`src/rtl/wb_arb_pkg.sv`:
```
// Shared types for the writeback port arbiter: FSM state, queued MDU entry, counter sizing.
// Optional starvation-forced drain is enabled with WB_ARB_STARVE_EN.
package wb_arb_pkg;

  localparam int unsigned WB_DATA_W = 32;
  localparam int unsigned WB_ADDR_W = 5;

  typedef enum logic [1:0] {
    IDLE  = 2'd0,
    PEND  = 2'd1,
    FORCE = 2'd2
  } arb_state_e;

  typedef struct packed {
    logic [WB_ADDR_W-1:0] rd;
    logic [WB_DATA_W-1:0] data;
  } entry_t;

  function automatic int unsigned starve_cnt_w(input int unsigned limit);
    return $clog2(limit + 1);
  endfunction

endpackage

```
`src/rtl/wb_arb_fifo.sv`:
```
// Circular queue of MDU results awaiting a register-file write slot.
// Exposes the head entry, occupancy and a flat valid/rd view for hazard lookups.
module wb_arb_fifo
  import wb_arb_pkg::*;
#(
  parameter int unsigned DEPTH = 2,
  localparam int unsigned PTR_W = $clog2(DEPTH),
  localparam int unsigned CNT_W = $clog2(DEPTH + 1)
) (
  input  logic                        clk,
  input  logic                        rst,
  input  logic                        push,
  input  entry_t                      push_entry,
  input  logic                        pop,
  output entry_t                      head_c,
  output logic                        full_c,
  output logic                        empty_c,
  output logic [CNT_W-1:0]            count_c,
  output logic [DEPTH-1:0]            vld_c,
  output logic [DEPTH*WB_ADDR_W-1:0]  rds_c
);

  entry_t           mem_q [DEPTH];
  logic [DEPTH-1:0] vld_q;
  logic [DEPTH-1:0] vld_d;
  logic [PTR_W-1:0] wr_ptr_q;
  logic [PTR_W-1:0] rd_ptr_q;
  logic [CNT_W-1:0] count_q;
  logic             push_ok;
  logic             pop_ok;

  assign full_c  = (count_q == CNT_W'(DEPTH));
  assign empty_c = (count_q == '0);
  assign push_ok = push & ~full_c;
  assign pop_ok  = pop & ~empty_c;
  assign count_c = count_q;
  assign head_c  = mem_q[rd_ptr_q];
  assign vld_c   = vld_q;

  for (genvar i = 0; i < DEPTH; i++) begin : g_rds
    assign rds_c[i*WB_ADDR_W +: WB_ADDR_W] = mem_q[i].rd;
  end

  // Per-slot valid tracking; push and pop never target the same slot.
  always_comb begin
    vld_d = vld_q;
    if (pop_ok)  vld_d[rd_ptr_q] = 1'b0;
    if (push_ok) vld_d[wr_ptr_q] = 1'b1;
  end

  always_ff @(posedge clk or negedge rst) begin
    if (!rst) begin
      wr_ptr_q <= '0;
      rd_ptr_q <= '0;
      count_q  <= '0;
      vld_q    <= '0;
    end else begin
      if (push_ok) wr_ptr_q <= wr_ptr_q + PTR_W'(1);
      if (pop_ok)  rd_ptr_q <= rd_ptr_q + PTR_W'(1);
      count_q <= count_q + CNT_W'(push_ok) - CNT_W'(pop_ok);
      vld_q   <= vld_d;
    end
  end

  // Payload storage needs no reset; validity is carried by vld_q.
  always_ff @(posedge clk) begin
    if (push_ok) mem_q[wr_ptr_q] <= push_entry;
  end

endmodule

```
`src/rtl/wb_port_arbiter.sv`:
```
// Shares the register-file write port between the Writeback stage and queued MDU results.
// Define WB_ARB_STARVE_EN to add the starvation counter and forced-drain (FORCE) state.
module wb_port_arbiter
  import wb_arb_pkg::*;
#(
  parameter int unsigned WIDTH        = 32,
  parameter int unsigned ADDR_WIDTH   = 5,
  parameter int unsigned FIFO_DEPTH   = 2,
  parameter int unsigned STARVE_LIMIT = 4
) (
  input  logic                  clk,
  input  logic                  rst,
  input  logic                  RegWriteW,
  input  logic [ADDR_WIDTH-1:0] RdW,
  input  logic [WIDTH-1:0]      ResultW,
  input  logic                  mdu_valid,
  output logic                  mdu_ready,
  input  logic [ADDR_WIDTH-1:0] mdu_rd,
  input  logic [WIDTH-1:0]      mdu_data,
  output logic                  stall_w,
  output logic                  rf_we,
  output logic [ADDR_WIDTH-1:0] rf_addr,
  output logic [WIDTH-1:0]      rf_wdata,
  input  logic [ADDR_WIDTH-1:0] q_addr,
  output logic                  pend_hit
);

  localparam int unsigned CNT_W = $clog2(FIFO_DEPTH + 1);

  // Queue entries use the package widths, so the port widths must agree with them.
  if (WIDTH != WB_DATA_W || ADDR_WIDTH != WB_ADDR_W) begin : g_bad_width
    $error("wb_port_arbiter: WIDTH/ADDR_WIDTH must match wb_arb_pkg entry widths");
  end
  if (FIFO_DEPTH < 2 || (FIFO_DEPTH & (FIFO_DEPTH - 1)) != 0) begin : g_bad_depth
    $error("wb_port_arbiter: FIFO_DEPTH must be a power of two >= 2");
  end
  if (STARVE_LIMIT < 1) begin : g_bad_limit
    $error("wb_port_arbiter: STARVE_LIMIT must be >= 1");
  end

  arb_state_e                  state_q;
  arb_state_e                  state_d;
  entry_t                      push_entry;
  entry_t                      head_c;
  logic                        full_c;
  logic                        empty_c;
  logic [CNT_W-1:0]            count_c;
  logic [FIFO_DEPTH-1:0]       vld_c;
  logic [FIFO_DEPTH*WB_ADDR_W-1:0] rds_c;
  logic                        push_c;
  logic                        pop_c;
  logic                        last_pop_c;

`ifdef WB_ARB_STARVE_EN
  localparam int unsigned SC_W = starve_cnt_w(STARVE_LIMIT);
  logic [SC_W-1:0] starve_q;
  logic [SC_W-1:0] starve_d;
`endif

  assign mdu_ready       = rst & ~full_c;
  assign push_c          = mdu_valid & mdu_ready;
  assign push_entry.rd   = mdu_rd;
  assign push_entry.data = mdu_data;
  // This pop takes the last entry and nothing refills it this cycle.
  assign last_pop_c      = pop_c && (count_c == CNT_W'(1)) && !push_c;

  wb_arb_fifo #(
    .DEPTH (FIFO_DEPTH)
  ) u_fifo (
    .clk        (clk),
    .rst        (rst),
    .push       (push_c),
    .push_entry (push_entry),
    .pop        (pop_c),
    .head_c     (head_c),
    .full_c     (full_c),
    .empty_c    (empty_c),
    .count_c    (count_c),
    .vld_c      (vld_c),
    .rds_c      (rds_c)
  );

  // State register.
  always_ff @(posedge clk or negedge rst) begin
    if (!rst) begin
      state_q  <= IDLE;
`ifdef WB_ARB_STARVE_EN
      starve_q <= '0;
`endif
    end else begin
      state_q  <= state_d;
`ifdef WB_ARB_STARVE_EN
      starve_q <= starve_d;
`endif
    end
  end

  // Next state: track occupancy, count denied head cycles, escalate to FORCE.
  always_comb begin
    state_d = state_q;
`ifdef WB_ARB_STARVE_EN
    starve_d = starve_q;
`endif
    unique case (state_q)
      IDLE: begin
        if (push_c) state_d = PEND;
      end
      PEND: begin
        if (pop_c) begin
          state_d = last_pop_c ? IDLE : PEND;
`ifdef WB_ARB_STARVE_EN
          starve_d = '0;
`endif
        end
`ifdef WB_ARB_STARVE_EN
        else if (starve_q == SC_W'(STARVE_LIMIT - 1)) begin
          state_d  = FORCE;
          starve_d = '0;
        end else begin
          starve_d = starve_q + SC_W'(1);
        end
`endif
      end
      FORCE: begin
        state_d = last_pop_c ? IDLE : PEND;
`ifdef WB_ARB_STARVE_EN
        starve_d = '0;
`endif
      end
      default: state_d = IDLE;
    endcase
  end

  // Grant mux: forced drain, then pipeline, then idle-slot drain.
  always_comb begin
    pop_c    = 1'b0;
    stall_w  = 1'b0;
    rf_we    = 1'b0;
    rf_addr  = RdW;
    rf_wdata = ResultW;
`ifdef WB_ARB_STARVE_EN
    if (state_q == FORCE) begin
      pop_c    = ~empty_c;
      stall_w  = 1'b1;
      rf_we    = |head_c.rd;
      rf_addr  = head_c.rd;
      rf_wdata = head_c.data;
    end else
`endif
    if (RegWriteW) begin
      rf_we = |RdW;
    end else if (!empty_c) begin
      pop_c    = 1'b1;
      rf_we    = |head_c.rd;
      rf_addr  = head_c.rd;
      rf_wdata = head_c.data;
    end
    if (!rst) rf_we = 1'b0;
  end

  // Hazard lookup against every queued destination; x0 never matches.
  always_comb begin
    pend_hit = 1'b0;
    for (int unsigned i = 0; i < FIFO_DEPTH; i++) begin
      if (vld_c[i] && (rds_c[i*WB_ADDR_W +: WB_ADDR_W] == q_addr)) pend_hit = 1'b1;
    end
    pend_hit = pend_hit & (|q_addr);
  end

endmodule

```
`config.mk`:
```
export PLATFORM = sky130hd
export DESIGN_NAME = wb_port_arbiter
export DESIGN_NICKNAME = d
export VERILOG_FILES = /design/src/rtl/wb_arb_pkg.sv /design/src/rtl/wb_arb_fifo.sv /design/src/rtl/wb_port_arbiter.sv
export SDC_FILE = /design/constraint.sdc
export NUM_CORES = 1
export LEC_CHECK = 0
export BUFFER_PORTS_ARGS = -buffer_cell sky130_fd_sc_hd__buf_2
export CAP_MARGIN = 25
export CORE_ASPECT_RATIO = 1.75
export CORE_MARGIN = 2
export CORE_UTILIZATION = 45
export DETAILED_ROUTE_END_ITERATION = 8
export GPL_ROUTABILITY_DRIVEN = 0
export PLACE_DENSITY = 0.76
export SLEW_MARGIN = 20
export SYNTH_ARGS = -nofsm -noshare
export SYNTH_HDL_FRONTEND = slang
export SYNTH_SLANG_ARGS = --single-unit
```
`constraint.sdc`:
```
create_clock -name clk -period 2.4 [get_ports clk]
set_input_delay 0.24 -clock clk [delete_from_list [all_inputs] [get_ports clk]]
set_output_delay 0.24 -clock clk [all_outputs]
set_load 0.01 [all_outputs]
```
# Yosys cells after proc, flatten, opt, wreduce, memory -nomap -nowiden
# Memory sizes are Yosys's and may differ from the RTL's.
# Cells that the tools add are included.
[op_classes]
addsub = 4
n_mul = 0
div_mod_pow = 0
order_cmp = 4
eq_ne = 3
shift = 0
muxes = 19
n_bitwise = 10
n_reduce_logical = 8
[op_table]
columns = ["cell", "n"]
rows = [
  ["2-to-1 mux 32 bit", 2],
  ["OR reduction 5 bit", 3],
  ["2-to-1 mux 1 bit", 11],
  ["equality test 5 bit", 2],
  ["2-to-1 mux 5 bit", 2],
  ["bitwise AND 1 bit", 5],
  ["logical AND 1 bit", 4],
  ["less-than comparator 1 x 2 -> 1 bit (second input constant)", 2],
  ["2-to-1 mux 2 bit", 2],
  ["adder 1 bit (second input constant)", 2],
  ["adder 2 x 1 -> 2 bit", 1],
  ["bitwise AND 2 bit", 1],
  ["demux 1 bit (select 1 bit)", 2],
  ["equality test 2 bit (second input constant)", 1],
  [">= comparator 1 bit (second input constant)", 2],
  ["zero test 2 bit", 1],
  ["NOT 1 bit", 2],
  ["NOT 2 bit", 1],
  ["bitwise OR 2 bit", 1],
  ["subtractor 2 x 1 -> 2 bit", 1],
]
[word_totals]
ff_bits = 6
latch_bits = 0
ram_bits = 74
romBits = 0
inputBits = 83
word_cells = 53
memories = 1
[memory_table]
columns = ["memory", "depth", "width", "rd", "rd_clocked_by_memory_dff", "wr", "line_no", "text"]
rows = [
  ["u_fifo.mem_q", 2, 37, 3, 0, 1, "wb_arb_fifo.sv:23", "entry_t mem_q [DEPTH];"],
]

# Logic depth before layout (Yosys ltp)
[logic_depth]
ltp_word = 9
ltp_mapped = 8
mapped_depth_nobuf = 7

# Cells and area by module
# A second synthesis with hierarchy kept.
[hier_totals]
cells_unflattened = 219
area_unflattened_um2 = 3681.0
[by_module_without_submodules]
columns = ["mod", "n_inst", "cells_each", "area_each_um2", "seq_area_each_um2"]
rows = [
  ["wb_arb_fifo", 1, 151, 3042.9, 2372.3],
  ["wb_port_arbiter", 1, 68, 638.1, 0.0],
]

# Worst setup path before layout
# OpenSTA, ideal clock, no wires.
[synth_path]
path_type = "reg-to-reg"
start = "register u_fifo.count_q[1] (netlist: u_fifo.count_c[1])"
end = "memory u_fifo.mem_q[0][0] in the netlist's numbering, enable pin"
setup_ns = 0.431
t_arrival_ns = 2.393
required_ns = 1.969
setup_slack_ns = -0.425
stages_incl_launch_ff = 4
path_buffers = 0
period_less_slack_ns = 2.825
cell_sequence = "dfrtp_1 > a21boi_1 > nand2_1 > nor2_1"
[synth_via]
elab_chain_len = 7
[synth_lines]
columns = ["item", "line_no", "text"]
rows = [
  ["start, declared", "wb_arb_fifo.sv:28", "logic [CNT_W-1:0] count_q;"],
  ["start signal, assigned", "wb_arb_fifo.sv:60", "count_q <= count_q + CNT_W'(push_ok) - CNT_W'(pop_ok);"],
  ["equality test 2 bit", "wb_arb_fifo.sv:32", "assign full_c = (count_q == CNT_W'(DEPTH));"],
  ["NOT 1 bit", "wb_port_arbiter.sv:60", "assign mdu_ready = rst & ~full_c;"],
  ["bitwise AND 1 bit", "wb_port_arbiter.sv:60", ""],
  ["named net mdu_ready", "wb_port_arbiter.sv:17", "output logic mdu_ready,"],
  ["bitwise AND 1 bit", "wb_port_arbiter.sv:61", "assign push_c = mdu_valid & mdu_ready;"],
  ["bitwise AND 1 bit", "wb_arb_fifo.sv:34", "assign push_ok = push & ~full_c;"],
  ["2-to-1 mux 1 bit", "wb_arb_fifo.sv:67", "if (push_ok) mem_q[wr_ptr_q] <= push_entry;"],
  ["2-to-1 mux 1 bit (not written as such)", "wb_arb_fifo.sv:67", ""],
  ["end, declared", "wb_arb_fifo.sv:23", ""],
]
# The timed path passes the listed nets, and every way through them passes these cells.

# Final worst setup path
[layout_path]
start = "register u_fifo.rd_ptr_q"
end = "output rf_wdata[9]"
[layout_via]
elab_chain_len = 3
[layout_lines]
columns = ["item", "line_no", "text"]
rows = [
  ["start, declared", "wb_arb_fifo.sv:27", "logic [PTR_W-1:0] rd_ptr_q;"],
  ["start signal, assigned", "wb_arb_fifo.sv:59", "if (pop_ok) rd_ptr_q <= rd_ptr_q + PTR_W'(1);"],
  ["memory (2 x 37 bit)", "--", ""],
  ["2-to-1 mux 32 bit", "wb_port_arbiter.sv:152", "end else if (!empty_c) begin"],
  ["2-to-1 mux 32 bit", "wb_port_arbiter.sv:150", "if (RegWriteW) begin"],
  ["end, declared", "wb_port_arbiter.sv:23", "output logic [WIDTH-1:0] rf_wdata,"],
]
# Every way passes these cells.

==> results.yml <==
clock_tree:
  clock_path_buffers: 2
  htreeDepth: 3
  clock_latency_ns: 0.32
  clkTransAtPathRegs_ns: 0.05
  cts.sinks: 80
  cts_tree: "done"
  clockRootBuffer: "clkbuf_16"
  cts_setup_buffers: 0
  cts_buffers: 9
drt:
  first_iter_violations: 54
  post_drt_wl_per_cell_um: 14.83
  drt.antenna.violating_nets: 0
  drc: 0
  drt_wl_total_um: 6939
  drt-vias-per-instance: 4.974
  vias: 2328
  drtPass1Iterations: 4
finish:
  diodes: 0
  final_nets: 460
  final_common_cell: "buf_2"
  stdcell_area_mm2: 0.004451
  nFillCells: 611
  final_cell_mix: "122 x buf_2, 74 x edfxtp_1, 39 x nand2_1, 38 x o21ai_0, 37 x mux2i_1"
  syn2layout_area_growth_pct: 28.97
  drive_above_1_share_pct: 36.84
sta:
  rsz0062_at_grt: "false"
  finalCritPeriodShare_pct: 87.37
  tns_ns: 0
  finalClockSkew_ns: 0.003276
  finalHoldViolations: 0
  min_period_ns: 2.097
  whs_ns: 0.1124
  timing.fmax_mhz: 476.9
  setup-violations-final: 0
  worst_pin_slew_ns: 0.5506
  max_slew_margin_pct: 63.29
  drv_slew: 0
flow_run:
  max-cap-violations: 0
global_routing:
  grt_pass1_vias: 2312
  grt_usage_pct: 16.88
  antenna_found_initial: 0
  overflow: 0
  grt_pass1_wl_um: 10640
  grt_start_max_net_pins: 78
floorplanning:
  dieHeight_um: 119.8
  core_area_mm2: 0.007515
  dieArea_mm2: 0.008413
  rows: 42
  die_width_um: 70.20
  io_pins: 124
  initial_utilization_pct: 45.92
critical_path:
  r2r_end: "u_fifo.mem_q[1][10]"
  worstSetupStartpointType: "register"
  r2r_cells: 4
  critPathKind: "reg -> out"
  crit_arrival_ns: 1.86
  cp-endpoint: "rf_wdata[9]"
  startpoint: "u_fifo.rd_ptr_q"
  cp_max_fo: 24
  endpoint_kind: "primary output"
  timing.rr.start: "u_fifo.count_c[1]"
  critPathRequiredTime_ns: 2.16
  rrSetupSlack_ns: 0.62
logic_synthesis:
  yosysUniqueCellTypes: 24
  synthCells: 251
  synth-warning-count: 0
  synth_area_mm2: 0.003451
  synth_area_leader_cell: "edfxtp_1"
  synth.net_count: 336
  synthTopCellsByArea: "edfxtp_1 64%, mux2i_1 11%, o21ai_0 5.5%, dfrtp_1 4.4%, nand2_1 4.2%"
  synth_seq_cells: 80
  synth_top_area_share_pct: 64.39
  yosysSeqAreaShare_pct: 68.75
  synth_area_per_cell_um2: 13.75
placement:
  placed_area_mm2: 0.004179
  place_hpwl_um: 5067
  portBuffers: 122
power_and_ir_drop:
  leakagePower_nw: 1.902
  share_seq_of_total_power_pct: 43.5
  sw_frac_of_total_pct: 30.33
  internal_power_mw: 3.091
  ir_drop_mv: 0.6798
  pwr-share-clk_pct: 26.6
  p_comb_share_pct: 29.9
  powerDensity_mw_per_mm2: 996.7
  netSwitchingPower_mw: 1.345
outcome:
  status: "complete, no violations"
worst_hold_path:
  hp-class: "in -> reg"
==> power groups by stage <==
stage	Clock, mW	Sequential [mW]	Combinational [mW]
after CTS	1.21	1.94	1.35
final	1.18	1.93	1.33
after global routing	1.27	1.95	1.47
after global placement	0	1.95	1.31
after floorplan	0	1.85	0.940
after detailed placement	0	1.96	1.35
==> registers in the layout, indices dropped and copies added (netlist names) <==
register         cells
u_fifo.mem_q        74
u_fifo.count_c       2
u_fifo.wr_ptr_q      1
u_fifo.vld_c         2
u_fifo.rd_ptr_q      1
==> worst min-delay path by stage <==
| stage | start | end | slack [ns] | cells past startpoint |
|---|---|---|---|---|
| after floorplan | rst | u_fifo.count_c[0] | -0.06 | 0 |
| after global placement | rst | u_fifo.count_c[1] | 0.08 | 1 |
| after detailed placement | rst | u_fifo.count_c[0] | 0.08 | 1 |
| after CTS | mdu_rd[4] | u_fifo.mem_q[1][36] | 0.09 | 1 |
| after global routing | mdu_data[20] | u_fifo.mem_q[0][20] | 0.1 | 1 |
| final | mdu_data[15] | u_fifo.mem_q[0][15] | 0.11 | 1 |
==> cells by family after synthesis <==
| family | Yosys count | share of synthesized area, % |
|---|---|---|
| xor+xnor | 14 | 3.553 |
| simple gates | 50 | 6.055 |
| other cells | 1 | 0.1087 |
| compound gates | 47 | 7.360 |
| flops | 80 | 68.75 |
| mux | 37 | 10.73 |
| buf+inv | 20 | 2.719 |
| fa+ha+maj | 2 | 0.7250 |
==> per-layer routing <==
layer | vias to the layer above | wire length (um) | track usage [%]
met3 | 15 | 259 | 3.442
li1 | 1166 | - | -
met5 | - | 0 | 0
met1 | 1071 | 2557 | 16.94
met4 | 0 | 196 | 9.495
met2 | 76 | 3925 | 31.55
==> layout make-up <==
type / instances / area (um^2) / share of cell area [%]
Timing Repair Buffer: 127 / 675.6 / 15.18
Multi-Input combinational cell: 151 / 1007 / 22.63
Sequential cell: 80 / 2374 / 53.33
Clock buffer: 16 / 261.5 / 5.876
Inverter: 6 / 22.52 / 0.5060
Tap cell: 88 / 110.1 / 2.474
==> what timing repair did <==
item | in CTS | in global routing
gates resized for setup | 0 | 0
hold buffers | 1 | 0
endpoints found under the hold margin | 6 | 0
==> synthesized netlist by cell type <==
library cell	instances
o21ai_1	2
a21boi_1	2
a21oi_1	1
a22o_1	1
ha_1	2
dfrtp_1	6
o31ai_1	1
clkbuf_1	3
conb_1	1
buf_4	2
edfxtp_1	74
nor2_1	3
nand3_1	2
nor4_1	3
o21ai_0	38
buf_2	9
a31oi_1	1
nand2_1	39
o21bai_2	1
inv_1	6
or4_1	3
xor2_1	8
xnor2_1	6
mux2i_1	37
==> worst max-delay path, stage by stage, from the launching register on <==
cell and delay (ns):
dfrtp_2 0.72, buf_12 0.27, mux2i_1 0.26, o21ai_0 0.11, buf_2 0.16
==> metrics by stage <==
| step | utilization [%] | std cells | worst slack, ns | power (mW) |
|---|---|---|---|---|
| finish | 59.22 | 468 | 0.3031 | 4.436 |
| global route | 59.22 | 468 | 0.1856 | 4.691 |
| CTS | 59.22 | 468 | 0.2445 | 4.494 |
| detailed placement | 55.61 | 451 | 0.5931 | 3.309 |
| global placement | 55.61 | 451 | 0.6660 | 3.261 |
| floorplan | - | 251 | -0.4247 | 2.790 |
(Power assumes the default switching activity.)
